**config.mk**
```make
export PLATFORM = sky130hd
export DESIGN_NAME = ad9516_multi_cfg
export DESIGN_NICKNAME = d
export VERILOG_FILES = /design/src/rtl/ad9516_pkg.sv /design/src/rtl/ad9516_spi_tx.sv /design/src/rtl/ad9516_multi_cfg.sv
export SDC_FILE = /design/constraint.sdc
export NUM_CORES = 1
export LEC_CHECK = 0
export CAP_MARGIN = 20
export CORE_MARGIN = 3
export CORE_UTILIZATION = 55
export DETAILED_ROUTE_END_ITERATION = 6
export PLACE_DENSITY = 0.85
export SYNTH_ARGS = -nofsm -noshare
export SYNTH_HDL_FRONTEND = slang
export SYNTH_SLANG_ARGS = --single-unit
```
**constraint.sdc**
```tcl
create_clock -name sys_clk_i -period 2.4 [get_ports sys_clk_i]
set_input_delay 0.36 -clock sys_clk_i [delete_from_list [all_inputs] [get_ports sys_clk_i]]
set_output_delay 0.36 -clock sys_clk_i [all_outputs]
set_load 0.01 [all_outputs]
```
**src/rtl/ad9516_pkg.sv**
```systemverilog
// Shared definitions for the AD9516 multi-chip configuration engine.
// Holds FSM state codes, serial word layout and well-known register addresses.
// No logic lives here; everything is constant.
package ad9516_pkg;

  // Controller state codes
  localparam logic [2:0] ST_IDLE  = 3'd0;
  localparam logic [2:0] ST_ARB   = 3'd1;
  localparam logic [2:0] ST_RST   = 3'd2;
  localparam logic [2:0] ST_FETCH = 3'd3;
  localparam logic [2:0] ST_SHIFT = 3'd4;
  localparam logic [2:0] ST_GAP   = 3'd5;
  localparam logic [2:0] ST_LOCK  = 3'd6;

  // 24-bit serial word: [23:8] instruction (R/W, byte count, address), [7:0] data
  localparam int WORD_W    = 24;
  localparam int INSTR_MSB = 23;
  localparam int INSTR_LSB = 8;
  localparam int DATA_MSB  = 7;
  localparam int DATA_LSB  = 0;

  // Writing 0x01 here transfers buffered registers into the active set
  localparam logic [15:0] REG_UPDATE = 16'h0232;

endpackage

```
**src/rtl/ad9516_spi_tx.sv**
```systemverilog
// 24-bit MSB-first SPI serialiser with one-hot chip select fan-out.
// Latency: CS falls the cycle after load; frame is 48*SCLK_DIV cycles of CS low.
// Backpressure: load is accepted only while busy is low; ignored otherwise.
module ad9516_spi_tx
  import ad9516_pkg::*;
#(
  parameter int N_CHIP   = 2,
  parameter int SCLK_DIV = 4
) (
  input  logic              clk,
  input  logic              rst_n,
  input  logic              load,
  input  logic [1:0]        sel,
  input  logic [WORD_W-1:0] word,
  output logic              busy,
  output logic [N_CHIP-1:0] cs,
  output logic [N_CHIP-1:0] sclk,
  output logic [N_CHIP-1:0] sdio
);

  localparam int DIV_W = $clog2(SCLK_DIV);
  localparam logic [DIV_W-1:0] HALF_LAST = DIV_W'(SCLK_DIV - 1);

  logic              busy_q;
  logic [1:0]        sel_q;
  logic [WORD_W-1:0] sh;
  logic [4:0]        bit_cnt;
  logic [DIV_W-1:0]  half_cnt;
  logic              sclk_q;
  logic [N_CHIP-1:0] sel_mask;

  // Decode the latched chip index into a one-hot lane mask
  always_comb begin
    sel_mask = '0;
    for (int c = 0; c < N_CHIP; c++) sel_mask[c] = (sel_q == 2'(c));
  end

  // Only the selected lane ever leaves idle (CS=1, SCLK=0, SDIO=0)
  assign busy = busy_q;
  assign cs   = busy_q ? ~sel_mask : '1;
  assign sclk = sel_mask & {N_CHIP{sclk_q & busy_q}};
  assign sdio = sel_mask & {N_CHIP{sh[WORD_W-1] & busy_q}};

  // Half-period timer: SCLK rises mid-bit, falls at bit end where data shifts
  always_ff @(posedge clk or negedge rst_n) begin
    if (!rst_n) begin
      busy_q   <= 1'b0;
      sel_q    <= '0;
      sh       <= '0;
      bit_cnt  <= '0;
      half_cnt <= '0;
      sclk_q   <= 1'b0;
    end else if (!busy_q) begin
      if (load) begin
        busy_q   <= 1'b1;
        sel_q    <= sel;
        sh       <= word;
        bit_cnt  <= '0;
        half_cnt <= '0;
        sclk_q   <= 1'b0;
      end
    end else if (half_cnt == HALF_LAST) begin
      half_cnt <= '0;
      if (!sclk_q) begin
        sclk_q <= 1'b1;
      end else begin
        sclk_q <= 1'b0;
        if (bit_cnt == 5'd23) begin
          busy_q <= 1'b0;
        end else begin
          bit_cnt <= bit_cnt + 5'd1;
          sh      <= {sh[WORD_W-2:0], 1'b0};
        end
      end
    end else begin
      half_cnt <= half_cnt + DIV_W'(1);
    end
  end

endmodule

```
**src/rtl/ad9516_multi_cfg.sv**
```systemverilog
// Round-robin configurator: resets, programs and lock-checks up to four AD9516s.
// Latency: per chip 2*RST_LEN + REG_NUM*(frame+gap+fetch) cycles, then lock wait.
// Backpressure: start edges queue as pending bits; one chip is serviced at a time.
module ad9516_multi_cfg
  import ad9516_pkg::*;
#(
  parameter int N_CHIP       = 2,
  parameter int REG_NUM      = 64,
  parameter int SCLK_DIV     = 4,
  parameter int LOCK_TIMEOUT = 1_000_000,
  parameter int MAX_RETRY    = 3,
  parameter int RST_LEN      = 16
) (
  input  logic              sys_clk_i,
  input  logic              hw_arst_n,
  input  logic [N_CHIP-1:0] start_i,
  input  logic [N_CHIP-1:0] refsel_i,
  output logic [1:0]        cfg_chip_o,
  output logic [7:0]        cfg_idx_o,
  input  logic [WORD_W-1:0] cfg_word_i,
  output logic [N_CHIP-1:0] AD9516_CS,
  output logic [N_CHIP-1:0] AD9516_SCLK,
  output logic [N_CHIP-1:0] AD9516_SDIO,
  output logic [N_CHIP-1:0] AD9516_RESET_B,
  output logic [N_CHIP-1:0] AD9516_PD_B,
  output logic [N_CHIP-1:0] AD9516_REFSEL,
  input  logic [N_CHIP-1:0] AD9516_STATUS,
  output logic              busy_o,
  output logic [N_CHIP-1:0] done_o,
  output logic [N_CHIP-1:0] lock_o,
  output logic [N_CHIP-1:0] err_o
);

  localparam int TMR_A   = (LOCK_TIMEOUT > 2 * RST_LEN) ? LOCK_TIMEOUT : 2 * RST_LEN;
  localparam int TMR_MAX = (TMR_A > 2 * SCLK_DIV) ? TMR_A : 2 * SCLK_DIV;
  localparam int TMR_W   = $clog2(TMR_MAX + 1);
  localparam int RTY_W   = $clog2(MAX_RETRY + 2);
  localparam logic [TMR_W-1:0] RST_LAST = TMR_W'(2 * RST_LEN - 1);
  localparam logic [TMR_W-1:0] RST_LOW  = TMR_W'(RST_LEN);
  localparam logic [TMR_W-1:0] GAP_LAST = TMR_W'(2 * SCLK_DIV - 1);
  localparam logic [TMR_W-1:0] TO_LAST  = TMR_W'(LOCK_TIMEOUT - 1);
  localparam logic [7:0]       IDX_LAST = 8'(REG_NUM - 1);

  logic [2:0]        state;
  logic [1:0]        cur, last, grant;
  logic              found;
  logic [7:0]        idx;
  logic [RTY_W-1:0]  retry;
  logic [TMR_W-1:0]  timer;
  logic [3:0]        stable;
  logic [N_CHIP-1:0] pend, start_q, sts_s1, sts_s2, refsel_q, done, err;
  logic [N_CHIP-1:0] cur_mask, grant_mask, pend_clr, rise;
  logic              sts_cur, rst_low, tx_load, tx_busy;

  // Round-robin grant: scan from the chip after the last serviced one
  always_comb begin
    int c;
    c     = 0;
    grant = '0;
    found = 1'b0;
    for (int i = N_CHIP; i >= 1; i--) begin
      c = int'(last) + i;
      if (c >= N_CHIP) c = c - N_CHIP;
      if (pend[c]) begin
        grant = 2'(c);
        found = 1'b1;
      end
    end
  end

  // One-hot views of the current and granted chip
  always_comb begin
    cur_mask   = '0;
    grant_mask = '0;
    for (int c = 0; c < N_CHIP; c++) begin
      cur_mask[c]   = (cur == 2'(c));
      grant_mask[c] = (grant == 2'(c));
    end
  end

  assign rise     = start_i & ~start_q;
  assign pend_clr = (state == ST_ARB && found) ? grant_mask : '0;
  assign sts_cur  = |(sts_s2 & cur_mask);
  assign rst_low  = (state == ST_RST) && (timer < RST_LOW);
  assign tx_load  = (state == ST_FETCH) && (timer != '0);

  assign busy_o         = (state != ST_IDLE);
  assign done_o         = done;
  assign err_o          = err;
  assign lock_o         = sts_s2 & done;
  assign cfg_chip_o     = cur;
  assign cfg_idx_o      = idx;
  assign AD9516_RESET_B = ~(cur_mask & {N_CHIP{rst_low}});
  assign AD9516_PD_B    = '1;
  assign AD9516_REFSEL  = refsel_q;

  // Edge detect (reset high so a held start is not an edge), request queue, STATUS sync
  always_ff @(posedge sys_clk_i or negedge hw_arst_n) begin
    if (!hw_arst_n) begin
      start_q  <= '1;
      pend     <= '0;
      sts_s1   <= '0;
      sts_s2   <= '0;
      refsel_q <= '0;
    end else begin
      start_q  <= start_i;
      pend     <= (pend & ~pend_clr) | rise;
      sts_s1   <= AD9516_STATUS;
      sts_s2   <= sts_s1;
      refsel_q <= refsel_i;
    end
  end

  // Service sequencer: reset pulse, table walk, lock wait with bounded retries
  always_ff @(posedge sys_clk_i or negedge hw_arst_n) begin
    if (!hw_arst_n) begin
      state  <= ST_IDLE;
      cur    <= '0;
      last   <= 2'(N_CHIP - 1);
      idx    <= '0;
      retry  <= '0;
      timer  <= '0;
      stable <= '0;
      done   <= '0;
      err    <= '0;
    end else begin
      case (state)
        ST_IDLE: if (|pend) state <= ST_ARB;
        ST_ARB: begin
          if (found) begin
            cur   <= grant;
            done  <= done & ~grant_mask;
            err   <= err & ~grant_mask;
            retry <= '0;
            idx   <= '0;
            timer <= '0;
            state <= ST_RST;
          end else begin
            state <= ST_IDLE;
          end
        end
        ST_RST: begin
          if (timer == RST_LAST) begin
            timer <= '0;
            state <= ST_FETCH;
          end else begin
            timer <= timer + TMR_W'(1);
          end
        end
        ST_FETCH: begin
          if (timer == '0) begin
            timer <= TMR_W'(1);
          end else begin
            timer <= '0;
            state <= ST_SHIFT;
          end
        end
        ST_SHIFT: begin
          if (!tx_busy) begin
            timer <= '0;
            state <= ST_GAP;
          end
        end
        ST_GAP: begin
          if (timer == GAP_LAST) begin
            timer <= '0;
            if (idx == IDX_LAST) begin
              stable <= '0;
              state  <= ST_LOCK;
            end else begin
              idx   <= idx + 8'd1;
              state <= ST_FETCH;
            end
          end else begin
            timer <= timer + TMR_W'(1);
          end
        end
        ST_LOCK: begin
          if (timer != '1) timer <= timer + TMR_W'(1);
          if (!sts_cur) stable <= '0;
          else if (stable != 4'd15) stable <= stable + 4'd1;
          if (sts_cur && stable == 4'd15) begin
            done  <= done | cur_mask;
            last  <= cur;
            state <= (|pend) ? ST_ARB : ST_IDLE;
          end else if (timer >= TO_LAST) begin
            if (retry < RTY_W'(MAX_RETRY)) begin
              retry <= retry + RTY_W'(1);
              idx   <= '0;
              timer <= '0;
              state <= ST_RST;
            end else begin
              err   <= err | cur_mask;
              done  <= done | cur_mask;
              last  <= cur;
              state <= (|pend) ? ST_ARB : ST_IDLE;
            end
          end
        end
        default: state <= ST_IDLE;
      endcase
    end
  end

  ad9516_spi_tx #(
    .N_CHIP  (N_CHIP),
    .SCLK_DIV(SCLK_DIV)
  ) u_spi_tx (
    .clk  (sys_clk_i),
    .rst_n(hw_arst_n),
    .load (tx_load),
    .sel  (cur),
    .word (cfg_word_i),
    .busy (tx_busy),
    .cs   (AD9516_CS),
    .sclk (AD9516_SCLK),
    .sdio (AD9516_SDIO)
  );

endmodule

```
**Yosys cells after proc, flatten, opt, wreduce, memory -nomap -nowiden**

Cells that the tools add are included.

- Add/subtract/negate cells: 10
- Multipliers: 0
- Divide/modulo/power cells: 0
- Order comparisons: 7
- Eq/ne operators: 36
- Shifts and indexed selects: 0
- Muxes and demuxes: 88
- Bitwise gates (word level): 20
- Reduce and logical (&&, ||, !) cells: 31

Operators with widths:

| operator | count |
|---|---|
| 20-bit two-way mux | 8 |
| 24-bit two-way mux | 5 |
| 20-bit one-hot mux with 6 select lines | 1 |
| 32-bit by 3-bit less-than comparator with 1-bit output (second input constant) | 2 |
| 32-bit two-way mux | 2 |
| 8-bit two-way mux | 6 |
| 2-bit two-way mux | 20 |
| 3-bit two-way mux | 12 |
| 2-bit inequality test (second input constant) | 15 |
| 5-bit two-way mux | 5 |
| 8-bit one-hot mux with 3 select lines | 1 |
| 3-bit one-hot mux with 7 select lines | 1 |
| 20-bit by 1-bit adder with 20-bit output (second input constant) | 1 |
| 20-bit by 3-bit == test with 1-bit output (second input constant) | 1 |
| 20-bit by 5-bit == test with 1-bit output (second input constant) | 1 |
| 20-bit >= comparator (second input constant) | 1 |
| 20-bit zero test | 1 |
| 20-bit by 5-bit less-than comparator with 1-bit output (second input constant) | 1 |
| 20-bit inequality test (second input constant) | 1 |
| 20-bit nonzero test | 1 |
| 1-bit two-way mux | 19 |
| 2-bit bitwise AND | 9 |
| 4-bit two-way mux | 4 |
| 4-bit AND reduction | 3 |
| 40 further kinds | 71 |

- Flip-flop bits (word level): 91
- Bits in latches: 0
- RAM bits: 0
- ROM bits: 0
- Input bits: 32
- Output and inout bits: 29
- Word-level logic and storage cells: 212
- Memories kept: 0

**Longest topological paths before layout**

- Depth after elaboration: 13
- Gate-level depth with buffers: 10
- Depth with buffers taken out: 7

**By module**

Synthesis repeated with hierarchy kept, for this count alone.

- Cell total of the unflattened synthesis: 513
- Area total of the unflattened synthesis: 5127.4 um2

Modules (own cells, without submodules):

| module | times used | cells an instance | area each (um2) | seq. area each (um2) |
|---|---|---|---|---|
| ad9516_multi_cfg | 1 | 363 | 3238.1 | 1405.1 |
| ad9516_spi_tx | 1 | 150 | 1889.3 | 875.8 |

**Least setup slack after synthesis**

No wires, ideal clock.

- Kind: register to register
- Start point: register timer[1]
- End point: register state[0]
- Library setup time: 0.125 ns
- Arrival: 1.982 ns
- Data required time: 2.275 ns
- Path slack: 0.292 ns
- Stages on the path, launching flop included: 8
- Buffers on the path: 0
- Period minus slack after synthesis: 2.108 ns
- Path through: dfrtp_1 ha_1 and4_4 a31oi_2 a21o_1 a311oi_1 and2b_1 mux2_4

- Word-level cells in the longest chain between the ends: 3
- Elaborated cells on any way between the ends: 9
- Those cells by class: order compare (1); eq/ne (6); reduce/logical (2)

RTL lines:

| element | RTL line | RTL |
|---|---|---|
| from (decl) | ad9516_multi_cfg.sv:49 | `logic [TMR_W-1:0] timer;` |
| from (signal assigned) | ad9516_multi_cfg.sv:147 | `timer <= timer + TMR_W'(1);` |
| from (signal assigned) | ad9516_multi_cfg.sv:175 | `timer <= timer + TMR_W'(1);` |
| from (signal assigned) | ad9516_multi_cfg.sv:179 | `if (timer != '1) timer <= timer + TMR_W'(1);` |
| 20-bit >= comparator (tied with other cells) | ad9516_multi_cfg.sv:186 | `end else if (timer >= TO_LAST) begin` |
| 3-bit inequality test (no source line) (tied with other cells) | -- |  |
| 6-bit AND reduction (no source line) (*) | -- |  |
| to (signal assigned) | ad9516_multi_cfg.sv:185 | `state <= (\|pend) ? ST_ARB : ST_IDLE;` |
| to (signal assigned) | ad9516_multi_cfg.sv:196 | `state <= (\|pend) ? ST_ARB : ST_IDLE;` |
| to (decl) | ad9516_multi_cfg.sv:44 | `logic [2:0] state;` |

Every way passes the cells marked *; elsewhere a longest branch is shown, timed or not.
A chain may end at the register's enable or synchronous reset.

**Final worst setup path**

- Start point: register timer[0]
- End point: register state[0]

The elaborated chain is that of the path after synthesis.

==> results <==
- The CTS sink count is 91.
- The net count of the finished layout is approximately 660.
- The path class of the tightest hold or removal check is flip-flop to flip-flop.
- The detailed router finished its first iteration with between 300 and 400 violations.
- The critical register-to-register path endpoint is state[0].
- TritonCTS created 9 clock buffers.
- The max-slew violation count is 0.
- The post-synthesis average cell area is 9.344 um2.
- The worst setup path is captured at a flip-flop.
- The run finished with clean final reports.
- The routed design uses 774 um of met3 wire.
- Setup repair after global routing could not meet its margin everywhere.
- In this run the horizontal extent of the chip is roughly 100 um.
- The clock latency on the worst-skew pair is roughly 360 ps.
- The internal portion of total power is 2121 uW.
- The fraction of power consumed by combinational cells is approximately 4.6%.
- The clock network accounts for between 30% and 40% of the total power.
- The sequential cell area in the final layout is between 0.002 and 0.0025 mm2.
- The clock root buffer is sky130_fd_sc_hd__clkbuf_8.
- After detailed routing, the number of remaining DRC violations is 0.
- The startpoint kind of the worst setup timing path is a flip-flop.
- For flop-to-flop paths, the worst setup slack is 80 ps.
- The number of primary I/O pins is 61.
- Global routing used approximately a quarter of the available tracks.
- Dividing the detail-routed wire length by the instance count gives ~17 um.
- Summed over all nets, wire length on met2 after detailed routing comes to around 6100 um.
- The number of nets with antenna violations after detailed routing is 0.
- The final-report hold violation count is 0.
- In the final layout, the multi-input gates occupy ~0.0026 mm2.
- The capture endpoint of the worst hold path is sts_s2[1].
- The worst register-to-register path begins at timer[0].
- The CTS tree is done.
- The vertical die dimension is 101.9 um.
- The signal arrival time at the worst endpoint is approximately 2600 ps.
- The number of synthesized register bits is just over 90.
- Leaving out fill and tap cells, the most frequent cells in the layout are 86 x sky130_fd_sc_hd__dfrtp_1, 70 x sky130_fd_sc_hd__nand2_1, 55 x sky130_fd_sc_hd__clkdlybuf4s50_1, 42 x sky130_fd_sc_hd__nor2_1, 42 x sky130_fd_sc_hd__o21ai_0.
- In this run the power spent charging and discharging nets is 648.3 uW.
- The instance count along the most critical hold path is 0.
- The synthesized netlist occupies a cell area of ~0.0051 mm2.
- The final layout contains routed wiring with a total length of ~12,000 um.
- The die covers around 0.010 mm2.
- The total congestion overflow is 0.
- The final worst clock skew is ~13 ps.
- The worst setup path is of the flip-flop to flip-flop kind.
- The area added between synthesis and finish is 20.92%.
- The worst hold path begins at sts_s1[1].
- Max-cap violations in this run came to 0.
- The via total after detailed routing is about 4,500.
- Along the worst path, the maximum fanout reaches 6.
- The required time of the worst setup path is 2650 ps.
- The highest attainable clock frequency is roughly 430 MHz.
- Summed over all nets, the half-perimeter wirelength after detailed placement is slightly below 9000 um.
- The largest net degree at the start of global routing is 58.
- At the end of routability-driven placement, the weighted congestion stood at 0.9346.
- The post-route minimum period is 2321 ps.
- The total power per unit cell area is 453.1 mW/mm2.
- The maximum number of buffers from clock root to sink is 2.
- Signal routing reaches up to met4.
- The synthesized netlist contains 78 unique library cells.
- The post-route netlist has 14.63% of its cells at a drive strength greater than 1.
- The peak supply drop is between 300 and 400 uV.
- The top flip-flop cell by instance count after synthesis is sky130_fd_sc_hd__dfrtp_1.
- The final critical-path setup slack is approximately 79 ps.
- The worst pin sits at a relative slew slack of between 50 and 60%.
- After technology mapping, the gate count stands at between 500 and 600.
- Clock-pin slew was measured on the worst setup and hold paths at about 100 ps.
- The count of buffers added on input and output ports is between 50 and 60.
- Setup violations remaining at the end of the flow were counted as 0.
- The via count normalized by instance count is ~6.2.
- The first-pass GRT wire length is ~21,000 um.
- The most common cell after layout, fill and taps aside is sky130_fd_sc_hd__dfrtp_1.
- The share of the clock period used by the worst path is between 90% and 100%.
- The initial standard-cell utilization of the core is between 50% and 60%.
- Of the total power, the share spent switching nets is 23.41%.
- The yosys synthesis warning count is 0.
- Of the synthesized area, sequential elements account for between 40% and 50%.
- The layout has around 650 filler cells.
- The worst register-to-register path has a depth of 7.
- The initial antenna violation count is 0.
- The diode insertion count for antenna repair is 0.
- The number of global-route vias before repair is ~4,400.
- The overall power consumption is around 2800 uW.
- The share of total power dissipated in sequential elements is between 50% and 60%.
- In the final routing, the length of wire on met1 measures between 5000 and 6000 um.
- The initialized floorplan defines 34 standard-cell rows.
- In this run the static leakage power is 0.002771 uW.
- The first TritonRoute pass finished after 5 iterations.
- The core area is between 0.008 and 0.009 mm2.
- The proportion of synthesized flip-flops having asynchronous set or reset is between 90% and 100%.
- At the pin with the least slew margin, the transition time is between 600 and 700 ps.
- The number of flops mapped to enable cells by yosys is 0.
- Prior to clock tree synthesis, the placed netlist has a worst setup slack of approximately 110 ps.
- The depth of the CTS H-tree is 3.
[flip-flops by register name (all words and copies together), names as in the netlist, 3 cells and up]
| register | count |
|---|---|
| cfg_idx_o | 8 |
| retry | 3 |
| u_spi_tx.bit_cnt | 5 |
| timer | 20 |
| state | 3 |
| u_spi_tx.sh | 24 |
| stable | 4 |
[kinds of logic after synthesis]
family                     count (synthesis)  synth area share [%]
and+or+nand+nor                          207                 21.09
DFF                                       91                 45.12
other                                      1               0.07419
xor gates and xnor gates                   4                0.6932
AOI/OAI and AO/OA                        154                 20.37
adders and majority gates                  7                 1.733
buffers and inverters                     46                 4.554
muxes                                     31                 6.361
[metrics by stage]
step	hold WS, ps	util (%)	std cells	instance area (um2)	setup TNS (ps)
3_3_place_gp	333.1	66.33	708	5841	0
2_1_floorplan	64.41	-	542	5059	0
6_report	357.6	69.41	730	6112	0
4_1_cts	358.7	68.93	727	6070	0
5_1_grt	365.2	69.41	730	6112	-28.53
3_5_place_dp	335.5	66.33	708	5841	0
[synthesized netlist by cell type (6+ instances only)]
cell type | instances | share of area (%)
sky130_fd_sc_hd__a21oi_1 | 21 | 2.1
sky130_fd_sc_hd__a31oi_1 | 7 | 0.87
sky130_fd_sc_hd__and2_1 | 7 | 0.87
sky130_fd_sc_hd__and3_1 | 9 | 1.1
sky130_fd_sc_hd__buf_2 | 12 | 1.2
sky130_fd_sc_hd__clkbuf_1 | 6 | 0.45
sky130_fd_sc_hd__dfrtp_1 | 88 | 44
sky130_fd_sc_hd__ha_1 | 7 | 1.7
sky130_fd_sc_hd__inv_1 | 19 | 1.4
sky130_fd_sc_hd__mux2i_1 | 25 | 5.0
sky130_fd_sc_hd__nand2_1 | 71 | 5.3
sky130_fd_sc_hd__nand3_1 | 18 | 1.8
sky130_fd_sc_hd__nand4_1 | 13 | 1.6
sky130_fd_sc_hd__nor2_1 | 43 | 3.2
sky130_fd_sc_hd__nor3_1 | 7 | 0.69
sky130_fd_sc_hd__o211ai_1 | 7 | 1.0
sky130_fd_sc_hd__o21ai_0 | 42 | 4.2
sky130_fd_sc_hd__o21ai_1 | 19 | 1.9
sky130_fd_sc_hd__o22ai_1 | 7 | 0.87
sky130_fd_sc_hd__o31ai_1 | 11 | 1.6
[power by group through the flow]
stage                     Clock [uW]  Sequential, uW  Combinational, uW
after detailed placement           0            1600                128
after global routing            1160            1580                143
after CTS                       1080            1570                130
after floorplan                    0            1600               31.7
final                           1070            1570                127
after global placement             0            1600                123
[final cells by class]
| type | instances | area share [%] |
|---|---|---|
| Sequential cell | 91 | 37.36 |
| Timing Repair Buffer | 91 | 13.80 |
| Inverter | 19 | 1.167 |
| Clock buffer | 10 | 2.088 |
| Tap cell | 108 | 2.211 |
| Multi-Input combinational cell | 405 | 42.21 |
| Clock inverter | 6 | 1.167 |
[critical path, cell delays in order, from the launching register on]
cell and delay, ps:
sky130_fd_sc_hd__dfrtp_1 450, sky130_fd_sc_hd__ha_2 270, sky130_fd_sc_hd__and4_4 260, sky130_fd_sc_hd__a31oi_2 140, sky130_fd_sc_hd__a21o_1 230, sky130_fd_sc_hd__a311oi_1 340, sky130_fd_sc_hd__and2b_1 210, sky130_fd_sc_hd__mux2_4 300
[layer usage]
metal | track usage (%) | up-vias
met5 | 0 | -
met4 | 6.357 | 0
met3 | 4.505 | 21
met2 | 41.45 | 168
met1 | 33.61 | 2186
li1 | - | 2119
[worst max path at each step]
| stage | from | end | cells past startpoint |
|---|---|---|---|
| 6_report | timer[0] | state[0] | 7 |
| 4_1_cts | timer[15] | AD9516_RESET_B[1] | 6 |
| 3_3_place_gp | timer[10] | AD9516_RESET_B[1] | 6 |
| 3_5_place_dp | timer[1] | timer[9] | 7 |
| 2_1_floorplan | timer[1] | state[0] | 7 |
| 5_1_grt | timer[10] | timer[9] | 8 |
[timing repair]
| item | 4_1_cts | 5_1_grt |
|---|---|---|
| pin swaps | 3 | 5 |
| gates resized for setup | 4 | 13 |
| setup endpoints to repair | 2 | 34 |
| buffers inserted | 2 | 3 |
| hold endpoints to repair | 34 | 0 |
| hold buffers | 1 | 0 |
Note: power is estimated with default switching activity, not from simulation.
